### src/rtl/serial_tx_arbiter.sv
`default_nettype none
// ============================================================================
// Module   : serial_tx_arbiter
// Purpose  : Round-robin arbiter that hands one requester's byte message at a
//            time to a shared byte-array sender, with count checks and timeout.
// Revision : 1.0 - initial release
// ============================================================================
module serial_tx_arbiter #(
    parameter int NREQ = 3,
    parameter int MAXB = 10,
    parameter int TMO  = 8
) (
    input  logic                   clk,
    input  logic                   reset,
    input  logic [NREQ-1:0]        req,
    input  logic [NREQ*8*MAXB-1:0] req_data,
    input  logic [NREQ*6-1:0]      req_count,
    output logic [NREQ-1:0]        done,
    output logic [NREQ-1:0]        err,
    output logic                   snd_start,
    output logic [8*MAXB-1:0]      snd_data,
    output logic [5:0]             snd_count,
    input  logic                   snd_busy,
    output logic                   arb_busy,
    output logic [1:0]             grant_id
);

    localparam int DW = 8 * MAXB;
    localparam int TW = $clog2(TMO + 1);

    localparam logic [2:0] S_IDLE      = 3'd0;
    localparam logic [2:0] S_START     = 3'd1;
    localparam logic [2:0] S_WAIT_BUSY = 3'd2;
    localparam logic [2:0] S_WAIT_DONE = 3'd3;
    localparam logic [2:0] S_FINISH    = 3'd4;

    logic [2:0]      state_q, state_d;
    logic [1:0]      ptr_q, ptr_d;
    logic [1:0]      grant_q, grant_d;
    logic [DW-1:0]   data_q, data_d;
    logic [5:0]      count_q, count_d;
    logic [TW-1:0]   tmo_q, tmo_d;
    logic [NREQ-1:0] err_q, err_d;

    logic            win_vld;
    logic [1:0]      win_id;
    logic [1:0]      idx;
    logic [5:0]      win_count;
    logic            win_ok;

    function automatic logic [NREQ-1:0] onehot(input logic [1:0] id);
        logic [NREQ-1:0] v;
        v     = '0;
        v[id] = 1'b1;
        return v;
    endfunction

    function automatic logic [1:0] next_id(input logic [1:0] id);
        return (id == 2'(NREQ - 1)) ? 2'd0 : id + 2'd1;
    endfunction

    // First active requester at or above ptr, wrapping back to 0
    always_comb begin
        win_vld = 1'b0;
        win_id  = '0;
        idx     = ptr_q;
        for (int i = 0; i < NREQ; i++) begin
            if (!win_vld && req[idx]) begin
                win_vld = 1'b1;
                win_id  = idx;
            end
            idx = next_id(idx);
        end
    end

    assign win_count = req_count[win_id*6 +: 6];
    assign win_ok    = (win_count != 6'd0) && (win_count <= 6'(MAXB));

    always_ff @(posedge clk or negedge reset) begin
        if (!reset) begin
            state_q <= S_IDLE;
            ptr_q   <= '0;
            grant_q <= '0;
            data_q  <= '0;
            count_q <= '0;
            tmo_q   <= '0;
            err_q   <= '0;
        end else begin
            state_q <= state_d;
            ptr_q   <= ptr_d;
            grant_q <= grant_d;
            data_q  <= data_d;
            count_q <= count_d;
            tmo_q   <= tmo_d;
            err_q   <= err_d;
        end
    end

    always_comb begin
        state_d = state_q;
        ptr_d   = ptr_q;
        grant_d = grant_q;
        data_d  = data_q;
        count_d = count_q;
        tmo_d   = tmo_q;
        err_d   = '0;
        case (state_q)
            S_IDLE: begin
                if (win_vld && !snd_busy) begin
                    if (win_ok) begin
                        state_d = S_START;
                        grant_d = win_id;
                        data_d  = req_data[win_id*DW +: DW];
                        count_d = win_count;
                    end else begin
                        err_d = onehot(win_id);
                        ptr_d = next_id(win_id);
                    end
                end
            end
            S_START: begin
                // The start cycle counts as the first busy-less cycle
                state_d = S_WAIT_BUSY;
                tmo_d   = TW'(1);
            end
            S_WAIT_BUSY: begin
                if (snd_busy) begin
                    state_d = S_WAIT_DONE;
                    tmo_d   = '0;
                end else if (tmo_q == TW'(TMO - 1)) begin
                    state_d = S_IDLE;
                    tmo_d   = '0;
                    err_d   = onehot(grant_q);
                    ptr_d   = next_id(grant_q);
                end else begin
                    tmo_d = tmo_q + 1'b1;
                end
            end
            S_WAIT_DONE: begin
                if (!snd_busy) begin
                    state_d = S_FINISH;
                end
            end
            S_FINISH: begin
                state_d = S_IDLE;
                ptr_d   = next_id(grant_q);
            end
            default: begin
                state_d = S_IDLE;
            end
        endcase
    end

    always_comb begin
        snd_start = (state_q == S_START);
        arb_busy  = (state_q != S_IDLE);
        done      = (state_q == S_FINISH) ? onehot(grant_q) : '0;
    end

    assign err       = err_q;
    assign snd_data  = data_q;
    assign snd_count = count_q;
    assign grant_id  = grant_q;

endmodule
`default_nettype wire

### config.mk
export PLATFORM = sky130hd
export DESIGN_NAME = serial_tx_arbiter
export DESIGN_NICKNAME = d
export VERILOG_FILES = /design/src/rtl/serial_tx_arbiter.sv
export SDC_FILE = /design/constraint.sdc
export NUM_CORES = 1
export LEC_CHECK = 0
export BUFFER_PORTS_ARGS = -buffer_cell sky130_fd_sc_hd__clkbuf_2
export CORE_AREA = 2 2 141 143
export CTS_BUF_LIST = sky130_fd_sc_hd__clkbuf_2
export DETAILED_ROUTE_END_ITERATION = 6
export DIE_AREA = 0 0 143 145
export HOLD_SLACK_MARGIN = 0.08
export PLACE_DENSITY = 0.63
export SYNTH_ARGS = -nofsm -noshare
export SYNTH_HDL_FRONTEND = slang
export SYNTH_SLANG_ARGS = --single-unit
### constraint.sdc
create_clock -name clk -period 2.2 [get_ports clk]
set_input_delay 0 -clock clk [delete_from_list [all_inputs] [get_ports clk]]
set_output_delay 0 -clock clk [all_outputs]
set_load 0.05 [all_outputs]
==> impl_metrics.json, run 1 <==
{
  "synth-edff-count": 0,
  "stop_stage": "clock tree synthesis (4_1_cts)",
  "dpl.cell_count": 1128,
  "dpl.hpwl_um": 14600,
  "status": "stopped before the end",
  "ios": 360,
  "synth_fp_nets": 762,
  "place.port_buffers": 359,
  "initial_utilization_pct": 27.8,
  "post_cts_buffers": 7,
  "avgSynthCellArea_um2": 10.8,
  "numCtsBuffers": 9,
  "error": "[ERROR RSZ-0060] Max buffer count reached.",
  "post_dp_cell_area_mm2": 0.00776,
  "synth_area_mm2": 0.00535,
  "syn_inst": 497,
  "ys_seq_area_share_pct": 46.8,
  "synthArstFlopShare_pct": 100,
  "synth-seq-cells": 100,
  "place.gp.congestion": 0.829,
  "dieHeight_um": 145,
  "cts-resized-gates": 11,
  "cts_sinks": 100,
  "htreeDepth": 3,
  "rows": 51,
  "root_buffer": "clkbuf_2",
  "ctsHoldBuffers": 231,
  "synth_top_flop_cell": "dfrtp_1",
  "synth_warnings": 0,
  "die_w_um": 143,
  "cts_buffer_depth": 2,
  "synth.distinct_cells": 39
}
[cell usage after synthesis, types with 4 or more instances]
library cell	n	area share [%]
mux2_2	5	1.1
buf_4	7	0.98
clkbuf_1	29	2.0
inv_1	88	6.2
dfrtp_1	100	47
o211a_1	4	0.75
a222oi_1	82	15
nand3_1	4	0.37
mux2i_1	84	16
nor2_1	14	0.98
nand2b_1	4	0.47
a21oi_1	7	0.66
nor2b_1	5	0.58
nand3b_1	5	0.70
o21ai_0	8	0.75
and2_1	6	0.70
nand2_1	11	0.77
[cells by family after synthesis]
logic type	synth area share (%)
AO/OA/AOI/OAI	20.6
XOR/XNOR	0.328
adder cells (fa/ha/maj)	0.234
buffers and inverters	9.87
flip-flops	46.8
multiplexers	16.8
AND/OR/NAND/NOR	5.40
[stage by stage]
step / util (%) / worst slack [ns] / hold WS (ns)
after detailed placement: 40.4 / -0.228 / 0.106
after global placement: 40.4 / -0.163 / 0.102
after floorplan: - / -0.210 / -0.296
==> run 2, diff against run 1 <==
==> config.mk (replaced) <==
export PLATFORM = sky130hd
export DESIGN_NAME = serial_tx_arbiter
export DESIGN_NICKNAME = d
export VERILOG_FILES = /design/src/rtl/serial_tx_arbiter.sv
export SDC_FILE = /design/constraint.sdc
export NUM_CORES = 1
export LEC_CHECK = 0
export BUFFER_PORTS_ARGS = -buffer_cell sky130_fd_sc_hd__clkbuf_2
export CORE_UTILIZATION = 20
export DETAILED_ROUTE_END_ITERATION = 6
export PLACE_DENSITY_LB_ADDON = 0.15
export SYNTH_ARGS = -nofsm -noshare
export SYNTH_HDL_FRONTEND = slang
export SYNTH_SLANG_ARGS = --single-unit
==> constraint.sdc (replaced) <==
create_clock -name clk -period 2.86 [get_ports clk]
set_input_delay 0 -clock clk [delete_from_list [all_inputs] [get_ports clk]]
set_output_delay 0 -clock clk [all_outputs]
set_load 0.05 [all_outputs]
==> run 2 against run 1 <==
- area after synthesis stayed put
- synthesized cell count stayed put
- the flow now finishes, with violations (design-rule violations)
==> impl_metrics.json, run 2 <==
{
  "fmax_ghz": 0.377,
  "largest_register_ffs": 80,
  "drt-wirelength-per-cell_um": 15.0,
  "synthMuxAreaShare_pct": 16.8,
  "cp.arrival_ns": 2.93,
  "die_w_um": 166,
  "crit_type": "reg -> reg",
  "initial_utilization_pct": 20.5,
  "synthArstFlopShare_pct": 100,
  "status": "complete, but fails checks",
  "place.gp.congestion": 0.726,
  "p_leak_nw": 4.62,
  "dieHeight_um": 166,
  "power.density_mw_per_mm2": 989,
  "whs_ns": 0.00229,
  "root_buffer": "clkbuf_16",
  "crit_fanout": 81,
  "maxSlewViolCount": 0,
  "use_met2_pct": 25.1,
  "grt_pass1_wl_um": 30100,
  "cts_tree": "done",
  "yosysTopAreaCellShare_pct": 46.8,
  "rsz0062_at_grt": "no",
  "rows": 59,
  "cts_buffer_depth": 2,
  "htreeDepth": 3,
  "synth_area_leaders": "dfrtp_1, mux2i_1, a222oi_1",
  "layout_commonest_cell": "clkbuf_2",
  "end_kind": "register",
  "synth_fa_ha_area_share_pct": 0.234,
  "vias": 5968,
  "grt_pass1_vias": 6029,
  "dpl.hpwl_um": 14500,
  "failed_checks": "design-rule violations",
  "crit_required_ns": 3.13,
  "use_met3_pct": 3.27,
  "layout-drive-gt1-share_pct": 39.9,
  "fin_area_mm2": 0.00937,
  "cts_sinks": 100,
  "grt_busiest_layer": "met2",
  "grt_max_degree": 82,
  "numCtsBuffers": 9,
  "fin_nets": 1259,
  "synth_top_family_by_area": "compound AO/OA/AOI/OAI gates",
  "path_clk_slew_ns": 0.08,
  "min_period_ns": 2.65,
  "setup_tns_ns": 0,
  "synth_compound_area_share_pct": 20.6,
  "clk_latency_ns": 0.35,
  "synth.distinct_cells": 39,
  "synthXorXnorAreaFrac_pct": 0.328,
  "ys_seq_area_share_pct": 46.8,
  "place.port_buffers": 359,
  "drtIter0Drc": 506,
  "post_dp_cell_area_mm2": 0.00754,
  "synth_area_mm2": 0.00535,
  "synth_top_flop_cell": "dfrtp_1",
  "setup_viol_count_final": 0,
  "ir_worst_vdd_uv": 417,
  "grt_overflow": 0,
  "final_cells": 1335,
  "tightest_slew_ns": 0.679,
  "multi_input_area_mm2": 0.00234,
  "synth_warnings": 0,
  "startpoint_type": "register",
  "synth_fp_nets": 762,
  "final_cell_mix": "clkbuf_2, dlygate4sd3_1, dfrtp_1",
  "min_path_type": "in -> reg",
  "wl_um": 20100,
  "cap_viol_max_count": 0,
  "yosys.area.top_type": "dfrtp_1",
  "drtPass1Iterations": 7,
  "synth.most_common_cell": "dfrtp_1",
  "fin_crit_sh_pct": 92.8,
  "antenna_found_initial": 1,
  "relSlewSlack_pct": 54.8,
  "fill_cells": 2714,
  "synth-seq-cells": 100,
  "dpl.cell_count": 1164,
  "synth-simple-area-share_pct": 5.40,
  "viasPerCell": 4.47,
  "seq_area_mm2": 0.00250,
  "finalClockSkew_ns": 0.0134,
  "synth-edff-count": 0,
  "core_mm2": 0.0261,
  "finish.utilization_pct": 35.9,
  "dieArea_mm2": 0.0274,
  "grt_util_all_layers_pct": 14.1,
  "avgSynthCellArea_um2": 10.8,
  "ios": 360,
  "hold_viol": 0,
  "grt.met1_usage_pct": 16.7,
  "area_delta_synth_final_pct": 75.3,
  "ant_nets": 0,
  "drc_errors": 45,
  "yosys-top-cells-count": "dfrtp_1, inv_1, mux2i_1",
  "syn_inst": 497
}
[run 2: power by group]
part,switching (mW),leakage (nW),internal [mW]
Combinational,3.71,3.35,1.90
Clock,0.571,0.147,0.650
Sequential,0.397,1.12,2.03
[run 2: timing repair]
| item | 4_1_cts | 5_1_grt |
|---|---|---|
| setup endpoints to repair | 0 | 85 |
| hold buffers | 152 | 0 |
| resized for setup | 0 | 1 |
| buffers inserted | 0 | 2 |
| endpoints found under the hold margin | 123 | 0 |
[run 2: final cells by class]
type / count / area share [%]
antenna: 1 / 0.0267
clock buffer: 11 / 2.70
clock inverter: 5 / 0.427
inverter: 88 / 3.52
multi-input combinational: 269 / 25.0
sequential: 100 / 26.7
tap: 335 / 4.47
timing repair buffer: 526 / 37.2
[run 2: worst max-delay path, cell delays in order, from the launching register on]
cell,delay (ns)
dfrtp_1,0.42
nor2b_1,0.06
o21ai_1,0.33
and2_2,0.25
buf_6,0.44
a222oi_1,0.21
dlygate4sd3_1,0.62
mux2i_1,0.13
[run 2: path summary, 6_finish.rpt]
kind	cells past startpoint	to	slack, ns	startpoint
worst max-delay path	7	snd_data[34]$_DFFE_PN0P_	0.21	ptr_q[0]$_DFFE_PN0P_
worst min-delay path	3	snd_data[57]$_DFFE_PN0P_	0.002	req_data[217]
worst max register to register	7	snd_data[34]$_DFFE_PN0P_	0.21	ptr_q[0]$_DFFE_PN0P_
worst min register to register	1	tmo_q[3]$_DFFE_PN0P_	0.49	tmo_q[3]$_DFFE_PN0P_
max in group asynchronous	3	snd_data[71]$_DFFE_PN0P_	1.92	reset
min in group asynchronous	2	snd_data[48]$_DFFE_PN0P_	0.19	reset
[run 2: metal layers]
metal,vias to the layer above,routed length (um)
li1,2878,-
met2,236,10200
met4,0,306
met5,-,0
met3,16,1270
met1,2838,8330
[run 2: per-stage QoR]
step | total power, mW | worst slack, ns
after global placement | 7.53 | 0.207
final | 9.27 | 0.205
after global routing | 9.89 | 0.00585
after detailed placement | 7.54 | 0.127
after floorplan | 6.11 | 0.414
after CTS | 9.40 | 0.0367
[run 2: cells by family (layout without fill, tap and decap cells)]
kind of cell	count (synthesis)	in the layout
compound gates	121	121
xor+xnor	2	2
fa+ha+maj	1	1
buf+inv	128	630
flops	100	100
mux	89	89
other cells	0	1
simple gates	56	56
(Power assumes the default switching activity.)
==> run 3, diff against run 2 <==
--- a/config.mk
+++ b/config.mk
@@ -5,6 +5,7 @@
 export SDC_FILE = /design/constraint.sdc
 export NUM_CORES = 1
 export LEC_CHECK = 0
+export ABC_AREA = 1
 export BUFFER_PORTS_ARGS = -buffer_cell sky130_fd_sc_hd__clkbuf_2
 export CORE_UTILIZATION = 20
 export DETAILED_ROUTE_END_ITERATION = 6
==> run 3 against run 2 <==
- the run now ends clean
- area after synthesis is 16% higher
- critical endpoint is now snd_count[5]$_DFFE_PN0P_
- worst hold slack better by 0.010 ns
- largest power group unchanged
- sequential share of layout area is 1.9 points higher
- largest cell class is now multi-input combinational cells
==> impl_metrics.json, run 3 <==
{
  "status": "complete, no violations",
  "synth.distinct_cells": 32,
  "grt_pass1_vias": 6886,
  "whs_ns": 0.0126,
  "cts_buffer_depth": 2,
  "relSlewSlack_pct": 58.6,
  "synth_fp_nets": 1168,
  "rows": 64,
  "crit_path_end": "snd_count[5]$_DFFE_PN0P_",
  "grt_overflow": 0,
  "setup_viol_count_final": 0,
  "numCtsBuffers": 9,
  "wl_um": 25300,
  "area_delta_synth_final_pct": 41.0,
  "min_path_type": "in -> reg",
  "root_buffer": "clkbuf_16",
  "initial_utilization_pct": 20.3,
  "hp-start": "req_data[170]",
  "synth-edff-count": 0,
  "ant_nets": 0,
  "crit_fanout": 87,
  "yosys-top-cells-count": "nand2_1, nand3_1, dfrtp_1",
  "drtIter0Drc": 417,
  "path_clk_slew_ns": 0.08,
  "yosys.area.top_type": "dfrtp_1",
  "die_w_um": 178,
  "diodes": 0,
  "vias": 7317,
  "grt_util_all_layers_pct": 15.5,
  "yosysTopAreaCellShare_pct": 40.3,
  "fmax_ghz": 0.381,
  "ys_seq_area_share_pct": 40.3,
  "ir_worst_vdd_uv": 536,
  "maxSlewViolCount": 0,
  "syn_inst": 903,
  "crit_type": "reg -> reg",
  "tightest_slew_ns": 0.621,
  "synth-seq-cells": 100,
  "fin_crit_sh_pct": 91.8,
  "largest_register_ffs": 80,
  "place.gp.congestion": 0.785,
  "clk_latency_ns": 0.35,
  "hold_viol": 0,
  "power.density_mw_per_mm2": 1240,
  "drc_errors": 0,
  "p_leak_nw": 4.95,
  "cp.arrival_ns": 2.90,
  "synth_warnings": 0,
  "startpoint_type": "register",
  "cap_viol_max_count": 0,
  "drt-wirelength-per-cell_um": 15.6,
  "core_mm2": 0.0306,
  "place.port_buffers": 359,
  "dieArea_mm2": 0.0317,
  "ios": 360,
  "startpoint": "ptr_q[0]$_DFFE_PN0P_",
  "avgSynthCellArea_um2": 6.87,
  "cts_sinks": 100,
  "synth_top_flop_cell": "dfrtp_1",
  "htreeDepth": 3,
  "finalClockSkew_ns": 0.0139,
  "timing.rr.end": "snd_count[5]$_DFFE_PN0P_",
  "grt_pass1_wl_um": 38000,
  "finish.utilization_pct": 28.6,
  "crit_required_ns": 3.14,
  "antenna_found_initial": 0,
  "r2r_start": "ptr_q[0]$_DFFE_PN0P_",
  "synth.most_common_cell": "nand2_1",
  "synthArstFlopShare_pct": 100,
  "final_cell_mix": "nand2_1, clkbuf_2, nand3_1",
  "viasPerCell": 4.51,
  "r2r_setup_slack_ns": 0.23,
  "synth_area_leaders": "dfrtp_1, nand2_1, nand3_1",
  "dpl.hpwl_um": 18600,
  "min_period_ns": 2.63,
  "synth_area_mm2": 0.00621,
  "cts_tree": "done",
  "r2r_cells": 15,
  "layout-drive-gt1-share_pct": 33.0,
  "drtPass1Iterations": 4,
  "dieHeight_um": 178,
  "fin_nets": 1488,
  "end_kind": "register",
  "layout_commonest_cell": "nand2_1",
  "grt_max_degree": 88
}
==> run 3: cell types whose count changed after synthesis, moves of 24 or more <==
| cell | before | now |
|---|---|---|
| nand2_1 | 11 | 372 |
| nand3_1 | 4 | 155 |
| nand4_1 | 0 | 88 |
| mux2i_1 | 84 | 0 |
| a222oi_1 | 82 | 0 |
| inv_1 | 88 | 26 |
| a22oi_1 | 1 | 25 |
==> run 3: final cells by class <==
| class | count | area, um2 |
|---|---|---|
| Clock buffer | 12 | 256 |
| Clock inverter | 3 | 46.3 |
| Fill cell | 3511 | 21800 |
| Inverter | 31 | 119 |
| Multi-Input combinational cell | 700 | 3270 |
| Sequential cell | 100 | 2500 |
| Tap cell | 396 | 495 |
| Timing Repair Buffer | 381 | 2060 |
==> run 3: layer usage <==
metal | GRT usage [%] | vias to the layer above | part of all wire (%) | wire, um
met2 | 25.9 | 260 | 48 | 12000
met4 | 3.74 | 0 | 1.2 | 300
met5 | 0 | - | 0 | 0
met3 | 3.82 | 18 | 7.3 | 1840
met1 | 19.8 | 3345 | 44 | 11100
li1 | - | 3694 | - | -
==> run 3: worst min-delay path by stage <==
stage                     slack (ns)  cells past startpoint                        to
after floorplan                -0.30                      0          err[0]$_DFF_PN0_
after detailed placement        0.02                      1      tmo_q[0]$_DFFE_PN0P_
after global routing            0.02                      5  snd_data[49]$_DFFE_PN0P_
after CTS                      0.003                      5  snd_data[27]$_DFFE_PN0P_
final                           0.01                      5  snd_data[10]$_DFFE_PN0P_
after global placement          0.02                      1      tmo_q[0]$_DFFE_PN0P_
==> run 3: per-stage QoR <==
step | instances | setup WS, ns | total power [mW] | instance area [um2] | setup TNS, ns
detailed placement | 1604 | 0.123 | 9.66 | 8400 | 0
global placement | 1604 | 0.181 | 9.67 | 8400 | 0
global route | 1623 | -0.00387 | 11.7 | 8750 | -0.00387
CTS | 1623 | 0.0915 | 11.0 | 8740 | 0
finish | 1623 | 0.235 | 10.9 | 8750 | 0
floorplan | 903 | 0.567 | 7.53 | 6210 | 0
==> run 3: worst max-delay path: stages (launching register included) <==
cell,delay (ns)
dfrtp_1,0.49
inv_1,0.10
nand3_1,0.13
nand2_1,0.08
nor2_2,0.16
nand3_1,0.10
nor2_1,0.19
nor2_4,0.08
nand2_1,0.07
nand2_1,0.11
nor2_1,0.19
a21oi_2,0.10
nand4_4,0.08
buf_12,0.29
inv_1,0.11
nor2_1,0.10
==> run 3: timing repair <==
action                     4_1_cts  5_1_grt
hold buffers                     4        0
setup buffers                    0        0
setup endpoints to repair        0       51
resized for setup                0        4
hold endpoints to repair        40        0
==> run 3: logic make-up after synthesis <==
family	Yosys count	share of synthesized area, %
fa+ha+maj	1	0.202
flops	100	40.3
buf+inv	103	7.42
xor+xnor	2	0.282
simple gates	657	47.2
compound gates	40	4.60
==> run 3: power by group <==
group,internal (mW),switching (mW)
clock,0.725,0.566
combinational,1.78,5.42
sequential,1.99,0.373
